==> src/rtl/memory_stage.sv <==
// memory_stage: EX/MEM register, data-memory access FSM and MEM/WB register.
// Captures execute results and drives a variable-latency data memory over a
// req/ready handshake. Upstream stages stall while a request is pending.
// The stage resolves the branch and feeds writeback.
module memory_stage #(
    parameter int unsigned N       = 64,
    parameter int unsigned TIMEOUT = 255
) (
    input  logic         clk,
    input  logic         reset,
    input  logic         valid_E,
    input  logic [N-1:0] aluResult_E,
    input  logic [N-1:0] writeData_E,
    input  logic [N-1:0] PCBranch_E,
    input  logic         zero_E,
    input  logic         Branch_E,
    input  logic         MemRead_E,
    input  logic         MemWrite_E,
    input  logic         RegWrite_E,
    input  logic         MemtoReg_E,
    input  logic [4:0]   writeReg_E,
    output logic         stall_M,
    output logic         PCSrc_M,
    output logic [N-1:0] PCBranch_M,
    output logic         dm_req,
    output logic         dm_we,
    output logic [N-1:0] dm_addr,
    output logic [N-1:0] dm_wdata,
    input  logic         dm_ready,
    input  logic [N-1:0] dm_rdata,
    output logic         fault_M,
    output logic         valid_W,
    output logic         RegWrite_W,
    output logic         MemtoReg_W,
    output logic [4:0]   writeReg_W,
    output logic [N-1:0] aluResult_W,
    output logic [N-1:0] readData_W
);

    localparam int unsigned CNT_W = (TIMEOUT < 1) ? 1 : $clog2(TIMEOUT + 1);

    typedef enum logic [1:0] {
        S_IDLE  = 2'd0,
        S_WAIT  = 2'd1,
        S_ABORT = 2'd2
    } state_t;

    state_t             state, state_next;
    logic [CNT_W-1:0]   count, count_next;
    logic               fault_next;

    logic               valid_M;
    logic [N-1:0]       aluResult_M;
    logic [N-1:0]       writeData_M;
    logic               zero_M;
    logic               Branch_M;
    logic               MemRead_M;
    logic               MemWrite_M;
    logic               RegWrite_M;
    logic               MemtoReg_M;
    logic [4:0]         writeReg_M;

    logic               memop;
    logic               retire;
    logic               rd_load;

    // EX/MEM pipeline register, held while the memory access is pending
    always_ff @(posedge clk) begin
        if (reset) begin
            valid_M     <= 1'b0;
            aluResult_M <= '0;
            writeData_M <= '0;
            PCBranch_M  <= '0;
            zero_M      <= 1'b0;
            Branch_M    <= 1'b0;
            MemRead_M   <= 1'b0;
            MemWrite_M  <= 1'b0;
            RegWrite_M  <= 1'b0;
            MemtoReg_M  <= 1'b0;
            writeReg_M  <= '0;
        end else if (!stall_M) begin
            valid_M     <= valid_E;
            aluResult_M <= aluResult_E;
            writeData_M <= writeData_E;
            PCBranch_M  <= PCBranch_E;
            zero_M      <= zero_E;
            Branch_M    <= Branch_E;
            MemRead_M   <= MemRead_E;
            MemWrite_M  <= MemWrite_E;
            RegWrite_M  <= RegWrite_E;
            MemtoReg_M  <= MemtoReg_E;
            writeReg_M  <= writeReg_E;
        end
    end

    // Memory FSM state, wait counter and sticky fault flag
    always_ff @(posedge clk) begin
        if (reset) begin
            state   <= S_IDLE;
            count   <= '0;
            fault_M <= 1'b0;
        end else begin
            state   <= state_next;
            count   <= count_next;
            fault_M <= fault_next;
        end
    end

    // Next-state logic plus handshake, stall and retire decode
    always_comb begin
        state_next = state;
        count_next = count;
        fault_next = fault_M;
        memop      = valid_M & (MemRead_M | MemWrite_M);
        dm_req     = memop & (state != S_ABORT);
        stall_M    = memop & ~dm_ready & (state != S_ABORT);
        retire     = valid_M & (~memop | dm_ready) & (state != S_ABORT);

        case (state)
            S_IDLE: begin
                if (memop && !dm_ready) begin
                    state_next = S_WAIT;
                    count_next = CNT_W'(1);
                end
            end
            S_WAIT: begin
                if (dm_ready) begin
                    state_next = S_IDLE;
                    count_next = '0;
                end else if (count == CNT_W'(TIMEOUT)) begin
                    state_next = S_ABORT;
                end else begin
                    count_next = count + CNT_W'(1);
                end
            end
            S_ABORT: begin
                fault_next = 1'b1;
                state_next = S_IDLE;
                count_next = '0;
            end
            default: begin
                state_next = S_IDLE;
                count_next = '0;
            end
        endcase
    end

    // Memory request payload comes straight from the held EX/MEM register
    assign dm_we    = MemWrite_M;
    assign dm_addr  = aluResult_M;
    assign dm_wdata = writeData_M;

    // Branch resolution from the EX/MEM register
    assign PCSrc_M = valid_M & Branch_M & zero_M;

    // Read data is captured only on a completed read; writes win over reads
    assign rd_load = dm_req & dm_ready & ~dm_we;

    // MEM/WB pipeline register; stall cycles become bubbles
    always_ff @(posedge clk) begin
        if (reset) begin
            valid_W     <= 1'b0;
            RegWrite_W  <= 1'b0;
            MemtoReg_W  <= 1'b0;
            writeReg_W  <= '0;
            aluResult_W <= '0;
            readData_W  <= '0;
        end else begin
            valid_W     <= retire;
            RegWrite_W  <= retire & RegWrite_M;
            MemtoReg_W  <= MemtoReg_M;
            writeReg_W  <= writeReg_M;
            aluResult_W <= aluResult_M;
            if (rd_load) begin
                readData_W <= dm_rdata;
            end
        end
    end

endmodule

==> config.mk <==
export PLATFORM = sky130hd
export DESIGN_NAME = memory_stage
export DESIGN_NICKNAME = d
export VERILOG_FILES = /design/src/rtl/memory_stage.sv
export SDC_FILE = /design/constraint.sdc
export NUM_CORES = 1
export LEC_CHECK = 0
export BUFFER_PORTS_ARGS = -buffer_cell sky130_fd_sc_hd__buf_2
export CORE_AREA = 3 3 235 237
export CTS_CLUSTER_DIAMETER = 60
export DETAILED_ROUTE_END_ITERATION = 6
export DIE_AREA = 0 0 238 240
export GPL_TIMING_DRIVEN = 0
export SYNTH_ARGS = -nofsm -noshare
export SYNTH_HDL_FRONTEND = slang
export SYNTH_SLANG_ARGS = --single-unit
==> constraint.sdc <==
create_clock -name clk -period 5.3 [get_ports clk]
set_input_delay 0.53 -clock clk [delete_from_list [all_inputs] [get_ports clk]]
set_output_delay 0.53 -clock clk [all_outputs]
set_load 0.1 [all_outputs]
==> out/qor.txt <==
Status: finished clean
Final Slew Violations: 0
Worst r2r src: state[1]
DRT Wirelength: 46,900 um
Setup Buffers After CTS: 0
Root Buffer: clkbuf_16
Setup crit end: stall_M
First-pass GRT wire length: 68,300 um
Register area share after synthesis: 59.7%
Leakage: 8.15 nW
Maximum vdd ir drop: 0.264 mV
Rows: 85
Critical path startpoint: valid_M
Clock group share of total power: 40.7%
CP most frequent cell: buf_2
Pin count of the biggest net entering global routing: 14
Antenna-violating nets left: 0
I/O pins: 604
FF+latch count, synth: 351
CP max stage cell: dfxtp_1
Post-synthesis cell type count: 34
RSZ-0062 raised after global routing: false
Remaining DRCs: 0
Net Sw Frac: 33.4%
Die Ht: 240 um
Mapped cell area: 0.0118 mm^2
Final HPWL from detailed placement: 36,900 um
Cts repair resizes: 0
Setup violators final: 0
Reg-to-reg setup timing slack: 2.60 ns
Syn Nets: 1,664
Nets@finish: 2,311
TNS Setup: 0 ns
Critical path class: flop to output port
CTS Buf Count: 42
Crit-path max FO: 10
Clk Latency, worst-skew pair: 0.54 ns
Buf/Inv on CP: 5
Worst Tran Pin Value: 1.07 ns
CTS tree: built
Crit path depth: 6
Routed wl met2: 22,700 um
Comb power frac: 19.6%
Initial DRC Count: 442
GRT overflow: 0
Fin worst setup slack: 1.97 ns
Avg Inst Size Synth: 8.45 um^2
Pwr Total: 7.14 mW
Fin crit share: 62.8%
Worst path cell trace: inv_1, or4_1, buf_2, clkinv_2, buf_2, buf_2
Fin crit period: 3.33 ns
CTS sink cnt: 351
Worst r2r dst: dm_addr[6]
Crit path launch type: flop
GRT Resource Usage Total: 15.5%
Vias in the first global route: 11,500
P_int: 4.76 mW
Pwr/cell area: 418 mW/mm^2
Cell Count, Final, Fillers Out: 2,767
Placed cells: 2,691
Die Area: 0.0571 mm^2
DR top layer: met5
CP Capture Type: output port
Routability cong.: 0.846
Initial antenna violation count: 7
Wire per inst: 17.0 um
Post-Route M1 WL: 18,700 um
Sequential power share: 39.8%
Starting Density: 22.0%
Multi-input gate area: 0.00419 mm^2
Crit path required time: 4.77 ns
Deepest clock path buffer count: 3
Clock Skew: 0.0103 ns
Met3 routed WL: 4230 um
Share of post-route cells with drive strength above 1: 34.5%
Rel. slew slack: 29.0%
Worst hold-check path type: input pin to flop
Max Cap Viol: 0
IO Port Bufs: 603
Top delay family on crit path: buffers and inverters
CTS clock-pin slew for the worst setup and hold paths: 0.05 ns
Htree depth: 2
Final count of hold timing violations: 0
Syn Inst Count: 1,392
Via count: 11,800
Synth Warn #: 0
DR pass1 iterations: 5
Die X-Extent: 238 um
Fmax: 300 MHz
CP peak stage delay: 0.54 ns
CTS Hold Bufs: 0
WP data arrival: 2.80 ns
DP Worst Slack: 1.86 ns
Area grow syn2layout: 45.1%
Reg2Reg Depth: 8
Core area: 0.0535 mm^2
Sw Pwr: 2.39 mW
Via density: 4.25
Fill count: 5,699
Register area: 0.00703 mm^2
## final cells by class
type,count,area share (%)
clock inverter,14,0.946
inverter,5,0.117
timing repair buffer,603,17.7
buffer,100,3.12
sequential,351,41.2
multi-input combinational,936,24.5
clock buffer,58,7.29
tap,696,5.10
antenna,4,0.0586
## how the worst min path moves through the flow
stage | start | endpoint | slack [ns] | cells after the start
2_1_floorplan | RegWrite_M | RegWrite_M | 0.43 | 2
3_3_place_gp | zero_M | zero_M | 0.43 | 2
3_5_place_dp | writeReg_M[4] | writeReg_M[4] | 0.44 | 2
4_1_cts | valid_E | valid_M | 0.16 | 3
5_1_grt | dm_rdata[54] | readData_W[54] | 0.19 | 3
6_report | valid_E | valid_M | 0.21 | 3
## worst min-delay path, stage by stage
cell,delay (ns)
buf_2,0.08
nor2_1,0.03
nor2_1,0.07
## flip-flops by register name, indices dropped and copies added (netlist names), 2 cells and up
signal       count
dm_wdata        64
PCBranch_M      64
dm_addr         64
aluResult_W     64
readData_W      64
state            2
writeReg_M       5
writeReg_W       5
count            8
## cells by family (layout without fill, tap and decap cells)
group | Yosys count | in the layout | synth area share [%]
buffers and inverters | 105 | 780 | 4.69
multiplexers | 3 | 3 | 0.255
AND/OR/NAND/NOR | 650 | 650 | 23.0
AO/OA/AOI/OAI | 282 | 282 | 12.2
other | 0 | 4 | 0
flip-flops | 351 | 351 | 59.7
adder cells (fa/ha/maj) | 1 | 1 | 0.106
## power by group through the flow
stage               clock (mW)  combinational [mW]  sequential [mW]
floorplan                    0               0.198             3.76
global placement             0                1.40             2.89
detailed placement           0                1.40             2.90
CTS                       2.99                1.40             2.84
global route              3.11                1.46             2.85
finish                    2.91                1.40             2.84
## cells in the mapped netlist
cell type	instances	area, um^2
a211o_1	1	8.76
a211oi_1	1	7.51
a21oi_1	271	1360
a2bb2oi_1	1	8.76
a31oi_1	1	6.26
and2_1	1	6.26
and3_1	1	6.26
and4_1	1	8.76
buf_1	5	18.8
buf_2	23	115
buf_6	17	191
clkbuf_1	55	206
clkinv_2	1	5.00
dfxtp_1	351	7030
ha_1	1	12.5
inv_1	4	15.0
mux2i_1	3	30.0
nand2_1	541	2030
nand2b_1	5	31.3
nand3_1	4	20.0
nand4_1	2	12.5
nand4b_1	1	8.76
nor2_1	7	26.3
nor2b_1	73	457
nor3_1	1	5.00
nor3b_1	1	7.51
nor4_1	4	25.0
nor4b_1	2	17.5
o21a_1	1	7.51
o21ai_0	2	10.0
o21ba_2	1	10.0
o31ai_1	3	22.5
or2_2	2	12.5
or4_1	4	30.0
## layer usage
layer	vias up	global-route usage [%]
met1	5407	17.9
li1	5766	-
met3	77	5.40
met2	497	27.0
met4	4	5.19
met5	-	0
## cells in the final DEF, fill, tap and decap left out, types with 3 or more instances in the layout
master     Yosys  layout
buf_2         23     626
nand2_1      541     541
dfxtp_1      351     351
a21oi_1      271     271
nor2b_1       73      73
clkbuf_1      55      61
clkbuf_16      0      45
buf_6         17      17
nor2_1         7       7
clkbuf_8       0       7
nand2b_1       5       5
buf_1          5       5
diode_2        0       4
inv_1          4       4
or4_1          4       4
clkinv_2       1       4
nand3_1        4       4
nor4_1         4       4
inv_6          0       4
mux2i_1        3       3
o31ai_1        3       3
## stage by stage
stage	hold WS, ns	instance area (um^2)	utilization (%)
after floorplan	0.427	11800	-
after global placement	0.434	15700	29.3
after detailed placement	0.439	15700	29.3
after CTS	0.158	17100	31.9
after global routing	0.186	17100	31.9
final	0.214	17100	31.9
(Power assumes the default switching activity.)
